File: config.mk
export PLATFORM = sky130hd
export DESIGN_NAME = serial_adder_ctrl
export DESIGN_NICKNAME = d
export VERILOG_FILES = /design/src/rtl/serial_adder_ctrl_pkg.sv /design/src/rtl/serial_adder_ctrl_fa_mux_cell.sv /design/src/rtl/serial_adder_ctrl.sv
export SDC_FILE = /design/constraint.sdc
export NUM_CORES = 1
export LEC_CHECK = 0
export BUFFER_PORTS_ARGS = -buffer_cell sky130_fd_sc_hd__buf_2
export CAP_MARGIN = 20
export CORE_MARGIN = 2
export CORE_UTILIZATION = 30
export DETAILED_ROUTE_END_ITERATION = 7
export PLACE_DENSITY = 0.51
export SYNTH_ARGS = -nofsm -noshare
export SYNTH_HDL_FRONTEND = slang
export SYNTH_SLANG_ARGS = --single-unit
File: constraint.sdc
create_clock -name clk -period 1.1 [get_ports clk]
set_input_delay 0.055 -clock clk [delete_from_list [all_inputs] [get_ports clk]]
set_output_delay 0.055 -clock clk [all_outputs]
set_load 0.005 [all_outputs]
File: src/rtl/serial_adder_ctrl_pkg.sv
`default_nettype none
// ============================================================================
// Module      : serial_adder_ctrl_pkg
// Description : Shared definitions for the bit-serial adder controller:
//               default operand width and FSM state encoding.
// Revision    : 1.0 - initial release
// ============================================================================
package serial_adder_ctrl_pkg;

  // Default operand/result width; legal range is 1..32.
  localparam int SAC_WIDTH_DEFAULT = 8;

  // Controller states. The encoding is fixed so that waveforms and any
  // external debug taps see stable values.
  typedef enum logic [1:0] {
    IDLE = 2'd0,
    RUN  = 2'd1,
    DONE = 2'd2
  } sac_state_e;

endpackage : serial_adder_ctrl_pkg
`default_nettype wire

File: src/rtl/serial_adder_ctrl_fa_mux_cell.sv
`default_nettype none
// ============================================================================
// Module      : fa_mux_cell
// Description : Combinational 1-bit full adder built from two 4:1 muxes
//               selected by {b,a}. Sum data: c,~c,~c,c. Carry data: 0,c,c,1.
// Revision    : 1.0 - initial release
// ============================================================================
module fa_mux_cell (
  input  logic a,
  input  logic b,
  input  logic c,
  output logic s,
  output logic co
);

  logic [1:0] sel;
  assign sel = {b, a};

  // Two 4:1 muxes sharing one select; carry-in is the only data variable.
  always_comb begin
    s  = 1'b0;
    co = 1'b0;
    case (sel)
      2'b00: begin s = c;  co = 1'b0; end
      2'b01: begin s = ~c; co = c;    end
      2'b10: begin s = ~c; co = c;    end
      default: begin s = c; co = 1'b1; end
    endcase
  end

endmodule : fa_mux_cell
`default_nettype wire

File: src/rtl/serial_adder_ctrl.sv
`default_nettype none
// ============================================================================
// Module      : serial_adder_ctrl
// Description : Bit-serial adder controller. Streams two WIDTH-bit operands
//               LSB-first through a single mux-based full-adder cell, holding
//               the carry in a flop between bit steps. start/busy/done
//               handshake; sum/cout are registered and only change on entry
//               to DONE.
// Revision    : 1.0 - initial release
// ============================================================================
module serial_adder_ctrl
  import serial_adder_ctrl_pkg::*;
#(
  parameter  int WIDTH = SAC_WIDTH_DEFAULT,
  localparam int CNT_W = $clog2(WIDTH + 1)
) (
  input  logic             clk,
  input  logic             rst,
  input  logic             start,
  input  logic [WIDTH-1:0] a,
  input  logic [WIDTH-1:0] b,
  input  logic             cin,
  output logic             busy,
  output logic             done,
  output logic [WIDTH-1:0] sum,
  output logic             cout
);

  localparam logic [CNT_W-1:0] LAST_BIT = CNT_W'(WIDTH - 1);

  sac_state_e       state_q,  state_d;
  logic [WIDTH-1:0] a_sh_q,   a_sh_d;
  logic [WIDTH-1:0] b_sh_q,   b_sh_d;
  logic [WIDTH-1:0] res_sh_q, res_sh_d;
  logic             carry_q,  carry_d;
  logic [CNT_W-1:0] cnt_q,    cnt_d;
  logic [WIDTH-1:0] sum_q,    sum_d;
  logic             cout_q,   cout_d;

  logic             fa_sum;
  logic             fa_carry;
  logic [WIDTH-1:0] res_next;

  // The single shared adder cell, fed from the low bits of the shifters.
  fa_mux_cell u_fa (
    .a  (a_sh_q[0]),
    .b  (b_sh_q[0]),
    .c  (carry_q),
    .s  (fa_sum),
    .co (fa_carry)
  );

  // Result shifter input: the new sum bit enters at the MSB. A 1-bit result
  // has no upper bits to shift down, so it is just the cell output.
  generate
    if (WIDTH == 1) begin : g_res_w1
      assign res_next = fa_sum;
    end else begin : g_res_wn
      assign res_next = {fa_sum, res_sh_q[WIDTH-1:1]};
    end
  endgenerate

  // Next-state and datapath update; start is only honoured when not busy.
  always_comb begin
    state_d  = state_q;
    a_sh_d   = a_sh_q;
    b_sh_d   = b_sh_q;
    res_sh_d = res_sh_q;
    carry_d  = carry_q;
    cnt_d    = cnt_q;
    sum_d    = sum_q;
    cout_d   = cout_q;

    case (state_q)
      RUN: begin
        a_sh_d   = a_sh_q >> 1;
        b_sh_d   = b_sh_q >> 1;
        res_sh_d = res_next;
        carry_d  = fa_carry;
        cnt_d    = cnt_q + CNT_W'(1);
        if (cnt_q == LAST_BIT) begin
          sum_d   = res_next;
          cout_d  = fa_carry;
          state_d = DONE;
        end
      end
      IDLE, DONE: begin
        if (start) begin
          a_sh_d   = a;
          b_sh_d   = b;
          carry_d  = cin;
          res_sh_d = '0;
          cnt_d    = '0;
          state_d  = RUN;
        end else begin
          state_d  = IDLE;
        end
      end
      default: begin
        state_d = IDLE;
      end
    endcase
  end

  // State and datapath registers; reset wins over everything.
  always_ff @(posedge clk) begin
    if (rst) begin
      state_q  <= IDLE;
      a_sh_q   <= '0;
      b_sh_q   <= '0;
      res_sh_q <= '0;
      carry_q  <= 1'b0;
      cnt_q    <= '0;
      sum_q    <= '0;
      cout_q   <= 1'b0;
    end else begin
      state_q  <= state_d;
      a_sh_q   <= a_sh_d;
      b_sh_q   <= b_sh_d;
      res_sh_q <= res_sh_d;
      carry_q  <= carry_d;
      cnt_q    <= cnt_d;
      sum_q    <= sum_d;
      cout_q   <= cout_d;
    end
  end

  // Handshake outputs decode the registered state only.
  assign busy = (state_q == RUN);
  assign done = (state_q == DONE);
  assign sum  = sum_q;
  assign cout = cout_q;

endmodule : serial_adder_ctrl
`default_nettype wire

[After elaboration in Yosys (flattened, before gate mapping)]
Cells that the tools add are included.
Storage, ports and cells
  flip-flop bits (word level): 40
  input bits: 20
Cells by class
  equal/unequal tests: 7
  bitwise operators: 1
  mux-type cells: 15
  reduce and logical (&&, ||, !) cells: 7
  $add $sub $neg: 1
Operator list (number)
  8-bit case mux with 2 select lines: 3
  8-bit two-way mux: 3
  4-bit case mux with 2 select lines: 1
  4-bit by 1-bit adder with 4-bit output (second input constant): 1
  2-bit by 1-bit == test with 1-bit output (second input constant): 2
  2-bit == test (second input constant): 2
  4-bit by 3-bit == test with 1-bit output (second input constant): 1
  2-bit zero test: 2
  4-bit two-way mux: 1
  1-bit case mux with 2 select lines: 2
  2-bit case mux with 2 select lines: 1
  2-bit AND reduction: 2
  2-bit OR reduction: 2
  1-bit two-way mux: 3
  2-bit two-way mux: 1
  2-bit by 1-bit != test with 1-bit output (second input constant): 1
  2-bit != test (second input constant): 1
  2-bit nonzero test: 1
  1-bit NOT: 1

[Longest topological paths before layout]
  depth in word-level cells: 4
  mapped depth: 7
  mapped depth without buffers: 4

[Cells and area by module]
From an unflattened synthesis, not the netlist that was laid out.
Unflattened totals
  cell total of the unflattened synthesis: 183
  area total of the unflattened synthesis: 1904.3 um2
Modules (own cells, without submodules)
  serial_adder_ctrl: cells each 182, area each 1884.3 um2, times used 1
  fa_mux_cell: cells each 1, area each 20.0 um2, times used 1

[Worst setup path after synthesis]
OpenSTA, ideal clock, no wires.
  kind: register -> register
  from: register cnt_q[0]
  to: register cout_q, in the netlist cout
  arrival: 1.119 ns
  setup slack: -0.091 ns
  period minus slack after synthesis: 1.191 ns
  path buffers: 0
  required time: 1.028 ns
  cell stages (with the launch flop): 5
  setup time: 0.072 ns
  cells stage by stage: dfxtp_1 ha_1 nand3b_1 nor2_8 mux2i_1
On the way
  cells in the longest elaborated chain, start to end: 2
Ends and longest elaborated chain
  from (decl): line serial_adder_ctrl.sv:36  | logic [CNT_W-1:0] cnt_q, cnt_d;
  from (signal assigned): line serial_adder_ctrl.sv:122  | cnt_q <= cnt_d;
  4-bit by 3-bit == test with 1-bit output: line serial_adder_ctrl.sv:81  | if (cnt_q == LAST_BIT) begin
  2-bit AND reduction (no line)
  to (signal assigned): line serial_adder_ctrl.sv:124  | cout_q <= cout_d;
  to (decl): line serial_adder_ctrl.sv:38  | logic cout_q, cout_d;
Every way passes these cells.
A chain may end at the register's enable or synchronous reset.

[Final worst setup path]
  from: register state_q[0]
  to: output port busy
On the way
  cells in the longest elaborated chain, start to end: 1
Ends and longest elaborated chain
  from (decl): line serial_adder_ctrl.sv:31  | sac_state_e state_q, state_d;
  from (signal assigned): line serial_adder_ctrl.sv:117  | state_q <= state_d;
  2-bit by 1-bit == test with 1-bit output: line serial_adder_ctrl.sv:129  | assign busy = (state_q == RUN);
  to (decl): line serial_adder_ctrl.sv:23  | output logic busy,
Every way passes these cells.

==> flow_metrics.py <==
metrics = {
    "global_routing": {
        "grt_max_degree": 21,
        "grt_pass1_vias": 1499,
        "overflow": 0,
        "grt_pass1_wl_microns": 7200,
        "antenna_found_initial": 0,
        "track_usage_pct": 14.2,
    },
    "logic_synthesis": {
        "ys_seq_area_share_pct": 43.4,
        "synth_top_family_by_area": "simple AND/OR/NAND/NOR gates",
        "synthXorXnorAreaFrac_pct": 0,
        "yosysTopAreaCellShare_pct": 43.4,
        "synthMuxAreaShare_pct": 14.5,
        "synthSimpleGateAreaFrac_pct": 20.0,
        "synth_compound_area_share_pct": 13.5,
        "synthArstFlopShare_pct": 0,
        "synth_fp_nets": 203,
        "synth_cell_type_count": 32,
        "ys_warn_count": 0,
        "synth_fa_ha_area_share_pct": 1.81,
        "synthCells": 181,
        "synth_edf_count": 0,
        "synth_ff_type": "dfxtp_1",
        "synth_common_cells": "39 x dfxtp_1, 28 x nand2_1, 26 x mux2i_1",
        "synth_top_area_cell": "dfxtp_1",
        "yosysMostFrequentCell": "dfxtp_1",
        "synth_area_leaders": "dfxtp_1 43%, mux2i_1 14%, a211oi_2 7.0%",
        "synth-seq-cells": 39,
        "avgSynthCellArea_sq_um": 9.94,
        "synth_area_sq_um": 1800,
    },
    "finish": {
        "fin_nets": 264,
        "layout.filler_cells": 537,
        "n_antenna_cell": 0,
        "drive_above_1_share_pct": 59.7,
        "areaGrowthSynthToFinish_pct": 58.5,
    },
    "timing": {
        "hold_slack_ps": 12.3,
        "slew_headroom_pct": 79.3,
        "period_share_pct": 107,
        "tightest_slew_ps": 310,
        "setup_viol": 28,
        "setup_tns_ps": -1240,
        "drv_slew": 0,
        "worst_clock_skew_ps": 7.71,
        "timing.fmax_ghz": 0.847,
        "fin_crit_ps": 1180,
        "finalWorstSetupSlack_ps": -80.1,
        "rsz0062_at_grt": "yes",
        "hold_viol_final": 0,
    },
    "critical_path": {
        "cp_cell_sequence": "nand2b_4 > inv_12 > buf_12 > buf_6",
        "crit_fanout": 5,
        "slowest_stage": "dfxtp_4",
        "cp.required_ps": 1040,
        "max_stage_delay_ps": 390,
        "critPathKind": "reg -> out",
        "endpoint_kind": "output pin",
        "start_kind": "register",
        "worst_ep_arrival_time_ps": 1130,
    },
    "cts": {
        "clk-insertion-delay-late_ps": 300,
        "cts_root_buf": "clkbuf_8",
        "cts_tree": "built",
        "cts.sinks": 39,
        "path_clk_slew_ps": 80,
        "htreeDepth": 2,
        "clockBufferDepth": 2,
        "numCtsBuffers": 5,
    },
    "die": {
        "die_w_microns": 81.4,
        "start_util_pct": 30.8,
        "die_area_sq_um": 6630,
        "fp.dieH_microns": 81.4,
        "core_area_sq_um": 5850,
        "rows": 28,
        "io_pins": 31,
    },
    "detailed_routing": {
        "top_layer": "met4",
        "wirelength_microns": 4600,
        "routed-wl-met3_microns": 132,
        "routed_via_density": 4.90,
        "drc": 0,
        "wl_per_cell_microns": 14.5,
        "drtIter0Drc": 63,
        "met2_wirelength_microns": 2340,
        "ant_nets": 0,
        "drt_pass1_iterations": 4,
        "vias": 1559,
        "wl_met1_microns": 2070,
    },
    "power": {
        "vdd_drop_max_v": 0.000554,
        "power.density_nw_per_um2": 1360,
        "p_leak_nw": 1.14,
    },
    "place": {
        "hpwl_microns": 2730,
        "gp_congestion": 0.684,
        "port_buffers": 30,
    },
    "run": {
        "drv_cap": 0,
    },
    "worst_hold_path": {
        "hold_path.class": "in -> reg",
    },
    "outcome": {
        "status": "complete, but fails checks",
        "violations": "negative setup slack",
    },
}
-- final timing paths --
check,from,to,slack [ps],depth (start not counted)
worst max-delay path,state_q[0],busy,-80,4
worst min-delay path,a[7],a_sh_q[7],10,3
worst max register to register,state_q[0],sum[2],-80,4
worst min register to register,sum[0],sum[0],460,2
-- kinds of logic after synthesis --
| kind of cell | Yosys count |
|---|---|
| AO/OA/AOI/OAI | 29 |
| multiplexers | 26 |
| AND/OR/NAND/NOR | 68 |
| flip-flops | 39 |
| adder cells (fa/ha/maj) | 2 |
| buffers and inverters | 17 |
-- where the power goes --
part	switching (mW)	total [mW]	leakage [nW]	internal, mW
sequential	0.0803	1.57	0.321	1.49
clock	0.550	1.45	0.0644	0.905
combinational	0.414	0.847	0.758	0.433
-- what timing repair did --
action,in CTS,in global routing
pin swaps,2,24
cloned,2,1
buffers inserted,8,3
gates resized for setup,15,64
setup endpoints to repair,37,41
hold buffers,1,0
endpoints found under the hold margin,1,0
-- per-layer routing --
metal | vias up | global-route usage (%)
li1 | 770 | -
met1 | 761 | 18.9
met2 | 22 | 22.7
met3 | 6 | 3.08
met4 | 0 | 5.08
met5 | - | 0
-- through the flow --
step	instances	instance area (sq um)	util (%)	setup slack, ps	total power, mW
floorplan	181	1910	-	-67.9	2.01
global placement	295	2230	38.2	-90.7	2.17
detailed placement	295	2230	38.2	-153	2.18
CTS	314	2540	43.5	-55.7	3.71
global route	318	2850	48.7	-149	4.04
finish	318	2850	48.7	-80.1	3.87
-- placed cells by master (no fill, tap or decap), drive strengths merged, types with 2 or more instances in the layout --
| cell | instances |
|---|---|
| a211oi | 15 |
| a21oi | 12 |
| buf | 65 |
| bufinv | 2 |
| clkbuf | 5 |
| dfxtp | 39 |
| inv | 3 |
| mux2i | 26 |
| nand2 | 30 |
| nand2b | 3 |
| nand3 | 13 |
| nor2 | 3 |
| nor2b | 2 |
| nor3 | 16 |
| or3 | 2 |
-- area by class of cell --
cell class | instances | area (sq um) | area share (%)
well taps | 75 | 93.8 | 3.29
repair inverters | 1 | 11.3 | 0.395
repair buffers | 66 | 567 | 19.9
clock buffers | 5 | 68.8 | 2.41
multi-input cells | 127 | 1230 | 43.2
inverters | 2 | 20.0 | 0.702
clock inverters | 3 | 67.6 | 2.37
flip-flops and latches | 39 | 791 | 27.7
-- worst max-delay path, delay by kind of cell, from the launching register on --
kind / cells / cell delay [ps]
flip-flops: 1 / 390
buffers and inverters: 3 / 270
AND/OR/NAND/NOR: 1 / 170
-- flip-flops by register name (all words and copies together), names as in the netlist --
signal	count
cout	1
state_q	2
cnt_q	4
sum	8
res_sh_q	7
b_sh_q	8
a_sh_q	8
carry_q	1
(Power assumes the default switching activity.)
